### src/rtl/adc_sample_averager.sv
// adc_sample_averager: block-averages 2**LOG2_N ADC samples per channel onto a valid/ready port.
// Define ADC_AVG_PEAK_HOLD_EN to add per-window peak outputs; otherwise the peak_ch* outputs are tied to 0.
module adc_sample_averager #(
   parameter int DATA_W = 16,
   parameter int LOG2_N = 3
) (
   input  logic              clk,
   input  logic              rst,
   input  logic              enable,
   input  logic              clear,
   input  logic [DATA_W-1:0] ADC_ValueCH1,
   input  logic [DATA_W-1:0] ADC_ValueCH2,
   input  logic [DATA_W-1:0] ADC_ValueCH3,
   input  logic              sample_updated,
   output logic [DATA_W-1:0] avg_ch1,
   output logic [DATA_W-1:0] avg_ch2,
   output logic [DATA_W-1:0] avg_ch3,
   output logic              avg_valid,
   input  logic              avg_ready,
   output logic              overrun,
   output logic [LOG2_N:0]   window_cnt,
   output logic [DATA_W-1:0] peak_ch1,
   output logic [DATA_W-1:0] peak_ch2,
   output logic [DATA_W-1:0] peak_ch3
);
   localparam int AW = DATA_W + LOG2_N;
   localparam logic [LOG2_N:0] LAST = (LOG2_N+1)'((1 << LOG2_N) - 1);
   logic              prev;
   logic [DATA_W-1:0] x   [3];
   logic [DATA_W-1:0] avg [3];
   logic [AW-1:0]     acc [3];
   logic [AW-1:0]     sum [3];
   logic              rise, take, close, load, idle;
   assign x[0] = ADC_ValueCH1;
   assign x[1] = ADC_ValueCH2;
   assign x[2] = ADC_ValueCH3;
   assign rise  = sample_updated & ~prev;
   assign take  = rise & enable & ~clear;
   assign close = take & (window_cnt == LAST);
   // the result slot is free if empty or being drained in this same cycle
   assign load  = close & (~avg_valid | avg_ready);
   assign idle  = clear | ~enable;
   assign avg_ch1 = avg[0];
   assign avg_ch2 = avg[1];
   assign avg_ch3 = avg[2];
   always_comb begin
      for (int i = 0; i < 3; i++)
         sum[i] = acc[i] + AW'(x[i]);
   end
   always_ff @(posedge clk or negedge rst) begin
      if (!rst) begin
         prev       <= 1'b0;
         window_cnt <= '0;
         avg_valid  <= 1'b0;
         overrun    <= 1'b0;
         for (int i = 0; i < 3; i++) begin
            acc[i] <= '0;
            avg[i] <= '0;
         end
      end else begin
         prev <= sample_updated;
         if (load) avg_valid <= 1'b1;
         else if (avg_ready) avg_valid <= 1'b0;
         if (clear) overrun <= 1'b0;
         else if (close & ~load) overrun <= 1'b1;
         if (idle | close) window_cnt <= '0;
         else if (take) window_cnt <= window_cnt + 1'b1;
         for (int i = 0; i < 3; i++) begin
            if (idle | close) acc[i] <= '0;
            else if (take) acc[i] <= sum[i];
            if (load) avg[i] <= DATA_W'(sum[i] >> LOG2_N);
         end
      end
   end
`ifdef ADC_AVG_PEAK_HOLD_EN
   logic [DATA_W-1:0] rmax [3];
   logic [DATA_W-1:0] mx   [3];
   logic [DATA_W-1:0] pk   [3];
   always_comb begin
      for (int i = 0; i < 3; i++)
         mx[i] = (rmax[i] > x[i]) ? rmax[i] : x[i];
   end
   always_ff @(posedge clk or negedge rst) begin
      if (!rst) begin
         for (int i = 0; i < 3; i++) begin
            rmax[i] <= '0;
            pk[i]   <= '0;
         end
      end else begin
         for (int i = 0; i < 3; i++) begin
            if (idle | close) rmax[i] <= '0;
            else if (take) rmax[i] <= mx[i];
            if (load) pk[i] <= mx[i];
         end
      end
   end
   assign peak_ch1 = pk[0];
   assign peak_ch2 = pk[1];
   assign peak_ch3 = pk[2];
`else
   assign peak_ch1 = '0;
   assign peak_ch2 = '0;
   assign peak_ch3 = '0;
`endif
endmodule

### config.mk
export PLATFORM = sky130hd
export DESIGN_NAME = adc_sample_averager
export DESIGN_NICKNAME = d
export VERILOG_FILES = /design/src/rtl/adc_sample_averager.sv
export SDC_FILE = /design/constraint.sdc
export NUM_CORES = 1
export LEC_CHECK = 0
export BUFFER_PORTS_ARGS = -buffer_cell sky130_fd_sc_hd__buf_2
export CAP_MARGIN = 0
export CORE_MARGIN = 2
export CORE_UTILIZATION = 55
export CTS_BUF_LIST = sky130_fd_sc_hd__clkbuf_2
export DETAILED_ROUTE_END_ITERATION = 10
export PLACE_DENSITY = 0.85
export SYNTH_ARGS = -nofsm -noshare
export SYNTH_HDL_FRONTEND = slang
export SYNTH_SLANG_ARGS = --single-unit
### constraint.sdc
create_clock -name clk -period 3.9 [get_ports clk]
set_input_delay 0.78 -clock clk [delete_from_list [all_inputs] [get_ports clk]]
set_output_delay 0.78 -clock clk [all_outputs]
set_load 0.05 [all_outputs]
======== Word level (Yosys, flattened, before mapping) ========
Cells that the tools add are included.
operators by class
  muxes and demuxes ....................... 12
  equality and inequality tests ........... 1
  bitwise logic cells ..................... 14
  $add $sub $neg .......................... 4
  reduce and logical (&&, ||, !) cells .... 3
operators with widths
  cell                                                              number
  19-bit 2-to-1 mux                                                 6
  19-bit by 16-bit adder with 19-bit output                         3
  4-bit 2-to-1 mux                                                  2
  1-bit AND                                                         6
  2-bit nonzero test                                                3
  1-bit inverter                                                    5
  4-bit by 1-bit adder with 4-bit output (second input constant)    1
  4-bit by 3-bit == test with 1-bit output (second input constant)  1
  1-bit 2-to-1 mux                                                  4
  1-bit bitwise OR                                                  3
storage, ports and cells
  output and inout port bits .............. 102
  register bits ........................... 112
  logic and storage cells ................. 44
  input port bits ......................... 54

======== Logic depth before layout (Yosys ltp) ========
Gate-level depths: netlist (run 1).
  depth in word-level cells ............... 10
  gate-level depth with buffers ........... 9
  depth with buffers taken out ............ 9

======== Worst setup path after synthesis (run 1) ========
OpenSTA, ideal clock, no wires.
  kind .................................... input to register
  from .................................... input ADC_ValueCH3[0]
  to ...................................... register avg (netlist bit avg_ch3[11])
  data required time ...................... 3.775 ns
  setup time .............................. 0.125 ns
  data arrival time ....................... 2.592 ns
  cell stages on the path ................. 9
  buffers on the path ..................... 0
  slack ................................... 1.183 ns
  path through ............................ ha_1 > fa_1 > a21o_1 > a21oi_2 > o21ai_1 > a21oi_2 > a21boi_1 > xor2_1 > mux2_2
between the ends
  longest elaborated chain between the ends .. 1
ends and longest elaborated chain
  what                                       RTL line  RTL
  start: declaration                         13        input logic [DATA_W-1:0] ADC_ValueCH3,
  19-bit by 16-bit adder with 19-bit output  48        sum[i] = acc[i] + AW'(x[i]);
  end signal: indexed assignment             71        if (load) avg[i] <= DATA_W'(sum[i] >> LOG2_N);
  end: declaration                           30        logic [DATA_W-1:0] avg [3];
No other way between the ends.
A chain may end at the register's enable or synchronous reset.

======== Worst setup path in the final report (run 1) ========
  from .................................... register acc[0] (netlist bit)
  to ...................................... register avg (netlist bit avg_ch3[11])
between the ends
  longest elaborated chain between the ends .. 1
ends and longest elaborated chain
  what                                       RTL line  RTL
  start: declaration                         31        logic [AW-1:0] acc [3];
  start signal: indexed assignment           70        else if (take) acc[i] <= sum[i];
  19-bit by 16-bit adder with 19-bit output  48
No other way between the ends.

==> results.md, run 1 <==
Worst setup path:
- The worst setup path is of the reg2reg kind.
- The start point of the critical path is acc[0].
- The critical path launch point type is a register.
- The worst-path cell with the longest stage delay is sky130_fd_sc_hd__dfrtp_1.
- The timing endpoint of the critical path is avg_ch3[11].
- The arrival time at the worst endpoint is 3.07 ns.
- The worst-case reg-to-reg path depth is 9.
- The endpoint kind of the worst setup timing path is a register.
- The stage delay of the slowest cell on the critical path is 0.45 ns.
- The cell that appears most often on the critical path is sky130_fd_sc_hd__a21oi_2.
- The worst register-to-register path ends at avg_ch3[11].
- The worst register-to-register path has a setup slack of about 1.4 ns.
- The maximum fanout count along the critical path is 4.
- Data on the critical path is required at its endpoint by roughly 4.5 ns.
- The critical path goes through ha_1 > fa_1 > a21o_1 > a21oi_2 > o21ai_1 > a21oi_2 > a21boi_1 > xor2_1 > mux2_2.
- The worst register-to-register path begins at acc[0].

Timing:
- The total count of max-transition violations in the final report is 0.
- At the pin with the least slew margin, the transition time is ~0.73 ns.
- The final period utilization is 0.648.
- Summed over all failing endpoints, the final setup total negative slack is 0 ns.
- The count of endpoints failing hold in the final timing report is 0.
- Setup repair after global routing left no endpoint under its margin.
- The final count of negative-setup-slack endpoints is 0.
- Subtracting the final worst setup slack from the clock period gives around 2.5 ns.
- For the final database, setup skew stands at around 0.033 ns.
- The worst pin sits at a relative slew slack of 0.510.
- Timing would allow up to between 300 and 400 MHz.

Clocking:
- The clock tree root buffer cell is sky130_fd_sc_hd__clkbuf_2.
- The clock latency on the worst-skew pair is ~0.62 ns.
- Clock-pin slew was measured on the worst setup and hold paths at between 0.2 and 0.3 ns.
- The number of setup buffers added after CTS is 0.
- For this design, the CTS-stage hold fixing added 0 buffers.
- The total number of clock tree sinks is approximately 110.
- The clock tree from TritonCTS is done.
- The clock passes through at most 2 buffers.
- The H-tree generated during clock tree synthesis spans 3 levels.
- The number of resized instances in the post-cts repair step is 0.
- Buffers inserted during clock tree synthesis total 9.

Logic synthesis:
- The compound-cell area share of the yosys netlist was 0.223.
- Of the post-synthesis cell area, the dominant cell type holds 0.401.
- The number of different library cells in the post-synthesis netlist is 63.
- The summed instance area of the synthesized netlist is around 7000 µm².
- For this run, the register share of the synthesized area comes to 0.401.
- The commonest register cell after synthesis is sky130_fd_sc_hd__dfrtp_1.
- The simple-gate share of the synthesized area is 0.122.
- The yosys synthesis warning count is 0.
- The number of flops mapped to enable cells by yosys is 0.
- The largest family of logic cells by synthesized area is compound AO/OA/AOI/OAI gates.
- Of all flip-flops after synthesis, the portion carrying an async set or reset was 1.00.
- The average instance area after synthesis is ~9.8 µm².
- The leading area contributor after synthesis is sky130_fd_sc_hd__dfrtp_1.
- The number of register bits inferred by synthesis is approximately 110.
- The count of mapped cells out of synthesis is 717.
- The area share of fa/ha/maj cells after synthesis is 0.0962.
- Of the total synthesized cell area, the portion taken by XOR and XNOR cells is 0.0563.
- By area the synthesized netlist is led by sky130_fd_sc_hd__dfrtp_1 (40%), sky130_fd_sc_hd__ha_1 (8.8%), sky130_fd_sc_hd__a22o_1 (5.5%).
- The mux contribution to synthesized area is 0.0318.

Global routing:
- The initial antenna violation count is 1.
- The total overflow left after global routing is 0.
- The global-route usage over all layers is 0.220.
- The pin count of the biggest net entering global routing is just over 60.
- The first global-routing pass estimated between 20 and 25 mm of wire.
- The number of global-route vias before repair was around 5000.

Run status:
- The run finished with clean final reports.

Drt:
- The detail-routed net length per standard cell is between 10 and 15 µm.
- The detailed router finished its first iteration with approximately 320 violations.
- The wire length reported by the detailed router is around 15 mm.
- Dividing the detail-routed via count by the number of cells gives 5.47.
- The first-pass iteration count of the detailed router is 4.
- The DRC violation count after routing is 0.
- The count of antenna-violating nets left after detailed routing is 0.
- Summing over every cut layer, the via total after detailed routing is 5446.

Layout:
- The layout net count is about 920.
- The filler cell count in the final layout is ~1100.
- In the final layout, the share of cells above drive strength 1 is 0.219.
- After routing the design area is slightly below 8000 µm².
- Compared with the post-synthesis result, the final layout area differs by 9.87%.
- The count of cells in the finished layout, fillers not included, comes to between 900 and 1000.

Run:
- Across the run, the number of max-cap violations was 0.

Die:
- The vertical extent of the die is 117 µm.
- For this design the top-level I/O count stands at roughly 160.
- The effective utilization at floorplan is 0.559.
- The count of standard-cell rows is between 40 and 50.
- The die outline area is about 14000 µm².
- The core region is 12500 µm².
- The chip width is 117 µm.

Placement:
- The detailed placer's ending HPWL is 10.6 mm.
- The quantity of I/O buffers inserted on ports is roughly 110.
- The area after detailed placement is approximately 7600 µm².
- The placed instance count is between 900 and 1000.
- The congestion estimate from routability-driven global placement came to about 0.87.

Pwr:
- For this design the ratio of total power to cell area is approximately 280 nW/µm².
- Across the VDD grid, the largest voltage drop is around 0.00019 V.
- The leakage power of the design is around 4 nW.

Worst hold path:
- The type of the tightest min-delay check is in2async.
==> worst min path at each step <==
stage	from	endpoint	slack [ns]	cells past startpoint
after global routing	rst	avg_ch1[5]	0.09	1
after global placement	avg_ch3[3]	avg_ch3[3]	0.45	2
final	rst	avg_ch1[5]	0.14	1
after detailed placement	avg_ch2[6]	avg_ch2[6]	0.46	2
after floorplan	acc[29]	acc[29]	0.45	2
after CTS	rst	avg_ch1[5]	0.09	1
==> cell type report <==
type                    count  area [µm²]  share of cell area
multi-input cells         572        3900               0.508
flip-flops and latches    112        2800               0.365
repair buffers            113         621              0.0807
well taps                 172         215              0.0280
clock inverters             6        60.1             0.00781
clock buffers              10        50.0             0.00651
inverters                   9        33.8             0.00439
diodes                      1        2.50            0.000325
==> cells by family after synthesis <==
| kind of cell | count (synthesis) |
|---|---|
| multiplexers | 20 |
| other | 1 |
| AO/OA/AOI/OAI | 217 |
| AND/OR/NAND/NOR | 190 |
| flip-flops | 112 |
| adder cells (fa/ha/maj) | 52 |
| buffers and inverters | 80 |
| XOR/XNOR | 45 |
==> cell usage in the layout (no fill, tap or decap), types with 3 or more instances in the layout <==
cell	count
sky130_fd_sc_hd__nand4_1	4
sky130_fd_sc_hd__a21o_1	15
sky130_fd_sc_hd__a21oi_2	7
sky130_fd_sc_hd__a21oi_1	36
sky130_fd_sc_hd__nor2b_1	4
sky130_fd_sc_hd__buf_12	3
sky130_fd_sc_hd__a31oi_1	11
sky130_fd_sc_hd__o31ai_1	3
sky130_fd_sc_hd__nand2_1	100
sky130_fd_sc_hd__nor3_1	6
sky130_fd_sc_hd__fa_1	3
sky130_fd_sc_hd__xnor2_1	35
sky130_fd_sc_hd__inv_1	9
sky130_fd_sc_hd__clkbuf_2	10
sky130_fd_sc_hd__o21ai_1	16
sky130_fd_sc_hd__or3_1	4
sky130_fd_sc_hd__o211ai_1	4
sky130_fd_sc_hd__o211ai_2	3
sky130_fd_sc_hd__conb_1	48
sky130_fd_sc_hd__a211oi_1	4
sky130_fd_sc_hd__o21ai_0	31
sky130_fd_sc_hd__nand3_1	7
sky130_fd_sc_hd__ha_1	49
sky130_fd_sc_hd__mux2_2	18
sky130_fd_sc_hd__o21a_1	7
sky130_fd_sc_hd__dfrtp_1	112
sky130_fd_sc_hd__xor2_1	10
sky130_fd_sc_hd__a211oi_2	6
sky130_fd_sc_hd__o21bai_1	9
sky130_fd_sc_hd__buf_2	106
sky130_fd_sc_hd__a22oi_1	3
sky130_fd_sc_hd__nor2_1	36
sky130_fd_sc_hd__a22o_1	44
sky130_fd_sc_hd__buf_4	4
sky130_fd_sc_hd__nand2b_1	9
==> power by group <==
| group | leakage [nW] | internal (mW) | switching (mW) |
|---|---|---|---|
| sequential | 1.55 | 1.18 | 0.0104 |
| combinational | 2.38 | 0.131 | 0.302 |
| clock | 0.0693 | 0.147 | 0.380 |
==> sequential cells by signal, summed over array words and instances, names as in the netlist <==
signal / count
acc: 57
avg_ch1: 16
avg_ch2: 16
avg_ch3: 16
avg_valid: 1
overrun: 1
prev: 1
window_cnt: 4
==> synthesized netlist by cell type (all sizes together), types with 12 or more instances <==
cell type	count
a31oi	12
a21o	16
a21oi	43
nor2	40
ha	49
a22o	44
dfrtp	112
nand2	101
buf	55
clkbuf	16
xnor2	35
o21ai	48
mux2	18
==> critical path: cells and delay by family, from the launching register on <==
family	cells	cell delay, ns
AOI/OAI and AO/OA	5	0.94
adders and majority gates	2	0.65
DFF	1	0.45
muxes	1	0.27
xor gates and xnor gates	1	0.17
==> per-stage QoR <==
step	setup WS, ns	total power [mW]	util	hold slack [ns]
after CTS	1.39	2.18	0.614	0.0924
after global routing	1.17	2.26	0.614	0.0866
after floorplan	1.18	1.57	-	0.453
after global placement	0.915	1.63	0.605	0.453
after detailed placement	0.873	1.64	0.605	0.457
final	1.37	2.15	0.614	0.138
==> layer usage <==
metal  share of wire  GRT usage
met1            0.47      0.298
met2            0.47      0.356
met3           0.060     0.0613
met4          0.0065     0.0471
met5               0          0
Power figures use the tool's default switching activity.
==> run 2: changes to the inputs <==
Settings changed: CORE_UTILIZATION 55 to 51, PLACE_DENSITY 0.85 to 0.83.
Clock period 3.9 ns to 2.21 ns, I/O delays scaled along.
==> results.md, run 2 (synthesis results as in run 1) <==
Run status:
- The flow ran to the end, but the final reports show violations.
- The checks that failed: setup timing.

Drt:
- The highest metal layer used by the detailed router is met4.
- The DRC violation count after routing was 0 (unchanged).
- The detailed-routed wire length on met3 is 937 µm (+7.0%).
- The wire length reported by the detailed router is 17.7 mm (+20%).
- The met1 wire length came to 7.71 mm (+13%).
- The first-pass iteration count of the detailed router is 4 (unchanged).
- The average vias per placed instance is 5.49 (+0.35%).
- The first-iteration detailed-routing DRC count is 327 (+1.9%).
- The detail-routed net length per standard cell is 16.1 µm (+9.6%).
- The count of antenna-violating nets left after detailed routing is 0 (unchanged).
- The via count of the routed design is 6009 (+10%).
- The amount of wire on met2 after detailed routing is 8.71 mm (+27%).

Timing:
- The worst setup margin was -0.0876 ns (-1.46 ns).
- The highest attainable clock frequency is 435 MHz (+10%).
- The final count of negative-setup-slack endpoints came to 9 (+9).
- The hold slack is 0.0985 ns (-0.0395 ns).
- The clock period minus worst slack is 2.30 ns (-0.231 ns).
- Setup repair after global routing could not meet its margin everywhere.
- The post-route clock skew was 0.0368 ns (+0.00337 ns).
- The total count of max-transition violations in the final report is 0 (unchanged).
- The count of endpoints failing hold in the final timing report came to 0 (unchanged).
- The final period utilization is 1.04 (+0.391).

Layout:
- Ranked by flip-flop count, first place goes to acc.
- The layout net count is 1018 (+10%).
- The flip-flop count of the largest register, all copies and words added is 57 (unchanged).
- The final core area utilization is 0.665 (+0.0505).
- The growth of design area from synthesis to finish is 26.8%.
- The filler cell count in the final layout is 1049 (-5.2%).
- In the layout the commonest cells are sky130_fd_sc_hd__dfrtp_1 (111), sky130_fd_sc_hd__buf_2 (106), sky130_fd_sc_hd__nand2_1 (96), sky130_fd_sc_hd__buf_4 (94), sky130_fd_sc_hd__conb_1 (48).
- The commonest non-fill, non-tap cell in the layout is sky130_fd_sc_hd__dfrtp_1.
- The final instance count without filler cells was 1094 (+9.9%).
- The layout cell share with drive strength beyond 1 came to 0.353 (+0.134).

Worst setup path:
- STA classifies the critical path startpoint as a register.
- The maximum fanout count along the critical path was 4 (unchanged).
- The class of the most critical setup path is reg2reg.
- The arrival time at the worst endpoint is 2.85 ns (-0.22 ns).
- The worst setup path is captured at a register.
- The worst endpoint required time is 2.76 ns (-1.69 ns).

Placement:
- The quantity of I/O buffers inserted on ports came to 107 (unchanged).
- The detailed placer's ending HPWL was 12.3 mm (+16%).
- The placer's final routability congestion estimate came to 0.844 (-2.8%).
- The placed instance count is 1055 (+7.9%).

Clocking:
- TritonCTS built the clock tree.
- The cell sitting at the root of the clock tree is a sky130_fd_sc_hd__clkbuf_2.
- The clock transition time at the flip-flop clock pins of the worst setup and hold paths is 0.28 ns (about the same).
- The clock buffer count from CTS is 9 (unchanged).
- The total number of clock tree sinks came to 112 (unchanged).
- The maximum level of the CTS H-tree came to 3 (unchanged).
- The maximum count of clock buffers along a single path is 2 (unchanged).
- The clock latency on the worst-skew pair is 0.63 ns (about the same).

Global routing:
- The global-route usage over all layers came to 0.234 (+0.0141).
- The total congestion overflow after global routing is 0 (unchanged).
- The number of global-route vias before repair is 5776 (+16%).
- The pin count of the biggest net entering global routing was 49 (-20%).
- The first-pass GRT wire length is 27.6 mm (+17%).
- The initial antenna violation count came to 1 (unchanged).

Pwr:
- The total power after layout is 3.95 mW (+83%).
- The leakage power of the design came to 4.48 nW (+12%).
- The total power per unit cell area was 445 nW/µm² (+59%).
- The highest ir drop seen on vdd is 0.000413 V (+110%).

Die:
- The count of boundary I/O pins was 156 (unchanged).
- The chip width was 121 µm (+3.7%).
- The core area was 13300 µm² (+6.6%).
- The vertical extent of the die came to 121 µm (+3.7%).
- The count of standard-cell rows is 42 (+2.4%).
- The die outline area was 14700 µm² (+7.6%).
- The effective utilization at floorplan is 0.524 (-0.0348).

Worst hold path:
- The type of the tightest min-delay check is in2reg.

Run:
- The number of max-capacitance violations reported came to 0 (unchanged).
## run 2: changes by cell type in the layout (fill, tap and decap cells not counted), sizes merged
cell         delta
clkbuf          -1
bufinv          -1
buf            +92
dlygate4sd3     +3
clkinvlp        +1
clkinv          +1
## run 2: worst max-delay path: stages (launching register included)
cell and delay, ns:
sky130_fd_sc_hd__dfrtp_1 0.49, sky130_fd_sc_hd__buf_4 0.16, sky130_fd_sc_hd__fa_2 0.36, sky130_fd_sc_hd__a21o_1 0.18, sky130_fd_sc_hd__a21oi_2 0.18, sky130_fd_sc_hd__o21ai_2 0.10
sky130_fd_sc_hd__a21oi_2 0.24, sky130_fd_sc_hd__a21boi_1 0.11, sky130_fd_sc_hd__xor2_1 0.16, sky130_fd_sc_hd__mux2_4 0.26
## run 2: where the power goes
group          total, mW  switching [mW]  internal (mW)  leakage [nW]
Clock              0.852           0.705          0.147        0.0532
Sequential          2.11          0.0229           2.08          1.55
Combinational      0.987           0.619          0.368          2.88
Total               3.95            1.35           2.60          4.48
## run 2: stage by stage
step / setup WS [ns] / area (µm²) / setup TNS, ns
2_1_floorplan: -0.0585 / 7200 / -0.0585
3_3_place_gp: -0.187 / 8170 / -4.07
3_5_place_dp: -0.282 / 8170 / -6.96
4_1_cts: -0.0164 / 8400 / -0.0257
5_1_grt: -0.152 / 8870 / -1.96
6_report: -0.0876 / 8870 / -0.217
## run 2: routing by layer
metal | up-vias | global-route usage
li1 | 2861 | -
met1 | 2934 | 0.311
met2 | 185 | 0.389
met3 | 29 | 0.0517
met4 | 0 | 0.0596
met5 | - | 0
## run 2: layout make-up
| cell class | count | area, µm² | share of cell area |
|---|---|---|---|
| Timing Repair Buffer | 208 | 1360 | 0.153 |
| Inverter | 9 | 33.8 | 0.00381 |
| Clock buffer | 9 | 45.0 | 0.00508 |
| Antenna cell | 1 | 2.50 | 0.000282 |
| Sequential cell | 112 | 2800 | 0.316 |
| Clock inverter | 7 | 48.8 | 0.00550 |
| Tap cell | 176 | 220 | 0.0248 |
| Multi-Input combinational cell | 572 | 4360 | 0.492 |
## run 2: path summary, 6_finish.rpt
kind	end	cells past startpoint	from	slack (ns)
max reg2reg	avg_ch3[11]	9	acc[1]	-0.09
min in group asynchronous	avg_ch1[5]	2	rst	0.26
min	avg_valid	3	avg_ready	0.1
max	avg_ch3[11]	9	acc[1]	-0.09
min reg2reg	avg_ch2[5]	2	avg_ch2[5]	0.52
max in group asynchronous	acc[0]	3	rst	1.30
## run 2: what timing repair did
| item | in CTS | in global routing |
|---|---|---|
| buffers inserted | 4 | 15 |
| pin swaps | 13 | 35 |
| endpoints found under the setup margin | 20 | 52 |
| hold buffers | 3 | 0 |
| endpoints found under the hold margin | 33 | 0 |
| resized for setup | 18 | 64 |
==> run 3: changes to the inputs <==
Settings changed: CORE_UTILIZATION 51 to 50, CTS_BUF_LIST sky130_fd_sc_hd__clkbuf_2 to not set, PLACE_DENSITY 0.83 to 0.81.
==> results.md, run 3 (synthesis results as in run 1) <==
Run status:
- The flow ran to the end, but the final reports show violations.
- The final reports fail on setup timing.

Layout:
- The flip-flop count of the largest register, all copies and words added is 57 (unchanged).
- The layout net count was 1000 (-1.8%).
- The final instance area was 8810 µm² (-0.68%).
- The final instance count without filler cells is 1079 (-1.4%).
- acc holds more flip-flops than any other register.
- The multi-input gate area in the final layout was 4260 µm² (-2.3%).
- The antenna diode count is 0 (-1).
- The growth of design area from synthesis to finish is 25.9%.
- The layout cell share with drive strength beyond 1 is 0.335 (-0.0185).
- The library cell used most frequently in the layout, excluding fill and tap cells, is sky130_fd_sc_hd__dfrtp_1.
- The area taken by flip-flops and latches is 2800 µm² (about the same).
- The library cells used most frequently in the layout, excluding fill and tap cells, are sky130_fd_sc_hd__dfrtp_1 (112), sky130_fd_sc_hd__buf_2 (106), sky130_fd_sc_hd__nand2_1 (99), sky130_fd_sc_hd__buf_4 (80), sky130_fd_sc_hd__conb_1 (48).
- The filler cell count in the final layout is 1132 (+7.9%).

Global routing:
- The met1 track demand over resource in global routing came to 0.304 (-0.00736).
- The pin count of the biggest net entering global routing is 40 (-18%).
- The total congestion overflow after global routing is 0 (unchanged).
- The initial antenna violation count came to 0 (-1).
- The layer with the highest usage after global routing is met2.
- The number of global-route vias before repair is 5693 (-1.4%).
- The first-pass GRT wire length is 27.1 mm (-2.1%).
- The global-route usage over all layers is 0.227 (-0.00705).
- The global routing met3 resource utilization is 0.0451 (-0.00662).
- The global-route met2 utilization is 0.379 (-0.0102).

Worst setup path:
- The buffer and inverter count on the worst path was 0 (-1).
- The worst-case reg-to-reg path depth is 9 (unchanged).
- Grouping stages by cell kind, the critical path spends the most delay in compound AO/OA/AOI/OAI gates.
- The signal on the critical path passes through ha_4 > fa_2 > a211oi_4 > o21ai_1 > a21oi_2 > o21bai_1 > a21oi_2 > xnor2_1 > mux2_2.
- The reg-to-reg critical path startpoint is acc[38].
- The critical path in this run is classified as reg2reg.
- In this run the critical register-to-register path is captured at avg_ch1[9].
- The worst setup path is captured at a register.
- The flop-to-flop setup slack is -0.12 ns (-0.04 ns).
- The worst endpoint required time was 2.46 ns (-0.30 ns).
- The library cell appearing most often on the critical path is sky130_fd_sc_hd__a21oi_2.
- The stage delay of the slowest cell on the critical path was 0.41 ns (-0.08 ns).
- The logic depth of the worst setup path including buffers came to 9 (unchanged).
- The arrival time at the worst endpoint was 2.58 ns (-0.27 ns).
- STA classifies the critical path startpoint as a register.
- The maximum fanout count along the critical path is 3 (-1).
- Among all stages on the critical path, the largest delay is contributed by sky130_fd_sc_hd__dfrtp_1.

Placement:
- The area after detailed placement is 8100 µm² (-0.77%).
- The placed instance count came to 1050 (-0.47%).
- The quantity of I/O buffers inserted on ports is 107 (unchanged).
- The post-placement setup slack is -0.249 ns (+0.0335 ns).
- The detailed placer's ending HPWL is 11.8 mm (-4.2%).
- The placer's final routability congestion estimate is 0.879 (+4.2%).

Timing:
- Setup repair after global routing could not meet its margin everywhere.
- The post-route clock skew came to 0.00941 ns (-0.0274 ns).
- The count of endpoints failing hold in the final timing report is 0 (unchanged).
- The highest attainable clock frequency came to 428 MHz (-1.5%).
- The final count of negative-setup-slack endpoints is 11 (+2).
- The final period utilization came to 1.06 (+0.0164).
- The total count of max-transition violations in the final report is 0 (unchanged).
- The worst setup margin is -0.124 ns (-0.0361 ns).
- The hold slack came to 0.0145 ns (-0.0841 ns).
- The clock period minus worst slack is 2.33 ns (+0.0361 ns).

Clocking:
- The clock tree root buffer cell is sky130_fd_sc_hd__clkbuf_16.
- The number of buffers added to fix hold violations after cts is 0 (-3).
- TritonCTS built the clock tree.
- The clock transition time at the flip-flop clock pins of the worst setup and hold paths is 0.08 ns (-0.20 ns).
- The maximum count of clock buffers along a single path came to 2 (unchanged).
- The clock buffer count from CTS is 9 (unchanged).
- The total number of clock tree sinks is 112 (unchanged).
- The maximum level of the CTS H-tree is 3 (unchanged).
- The clock latency on the worst-skew pair is 0.36 ns (-0.27 ns).

Drt:
- The DRC violation count after routing is 0 (unchanged).
- The via count of the routed design is 5858 (-2.5%).
- The wire length reported by the detailed router is 17.3 mm (-2.3%).
- The count of antenna-violating nets left after detailed routing is 0 (unchanged).
- The first-iteration detailed-routing DRC count was 290 (-11%).
- The average vias per placed instance is 5.43 (-1.2%).
- The first-pass iteration count of the detailed router is 5 (+1).
- The detail-routed net length per standard cell came to 16.0 µm (-0.96%).

Die:
- The die outline area is 15000 µm² (+1.9%).
- The chip width is 122 µm (+0.96%).
- The effective utilization at floorplan was 0.508 (-0.0162).
- The count of standard-cell rows was 43 (+2.4%).
- The count of boundary I/O pins is 156 (unchanged).
- The core area is 13800 µm² (+3.2%).
- The vertical extent of the die is 122 µm (+0.96%).

Run:
- The number of max-capacitance violations reported is 0 (unchanged).

Worst hold path:
- The worst hold path belongs to the class in2async.

Pwr:
- The highest ir drop seen on vdd is 0.000445 V (+7.9%).
- The total power per unit cell area was 525 nW/µm² (+18%).
- The total power after layout is 4.63 mW (+17%).
- The leakage power of the design is 4.47 nW (-0.31%).
[run 3: through the flow]
step                utilization  setup TNS, ns
floorplan                     -        -0.0585
global placement          0.588          -4.17
detailed placement        0.588          -6.71
CTS                       0.620        -0.0624
global route              0.640          -2.91
finish                    0.640         -0.580
[run 3: layout make-up]
cell class,instances,share of cell area
multi-input cells,572,0.484
flip-flops and latches,112,0.318
repair buffers,190,0.137
clock buffers,9,0.0256
well taps,180,0.0256
clock inverters,7,0.00596
inverters,9,0.00383
[run 3: where the power goes]
part           switching, mW  internal, mW  total, mW  leakage [nW]
clock                  0.807         0.777       1.58         0.137
combinational          0.601         0.342      0.943          2.78
sequential            0.0226          2.08       2.10          1.55
total                   1.43          3.19       4.63          4.47
[run 3: worst register-to-register path, stage by stage, from the launching register on]
cell                       delay, ns
sky130_fd_sc_hd__dfrtp_1        0.41
sky130_fd_sc_hd__ha_4           0.18
sky130_fd_sc_hd__fa_2           0.37
sky130_fd_sc_hd__a211oi_4       0.25
sky130_fd_sc_hd__o21ai_1        0.12
sky130_fd_sc_hd__a21oi_2        0.23
sky130_fd_sc_hd__o21bai_1       0.13
sky130_fd_sc_hd__a21oi_2        0.18
sky130_fd_sc_hd__xnor2_1        0.09
sky130_fd_sc_hd__mux2_2         0.27
[run 3: per-layer routing]
metal  routed length, µm  share of wire
met4                 185          0.011
met3                 905          0.052
met5                   0              0
met1                7690           0.45
met2                8470           0.49
[run 3: how the worst max path moves through the flow]
stage / from / to / slack [ns]
after detailed placement: ADC_ValueCH1[0] / avg_ch1[9] / -0.25
after CTS: acc[0] / avg_ch3[11] / -0.03
after floorplan: ADC_ValueCH3[0] / avg_ch3[11] / -0.06
after global routing: acc[38] / avg_ch1[9] / -0.23
final: acc[38] / avg_ch1[9] / -0.12
after global placement: ADC_ValueCH1[0] / avg_ch1[9] / -0.19
[run 3: repair_timing]
item                                    in CTS  in global routing
gates cloned                                 0                  0
gates resized for setup                     13                 41
buffers inserted                             6                  8
pin swaps                                   14                 37
endpoints found under the setup margin      14                 54
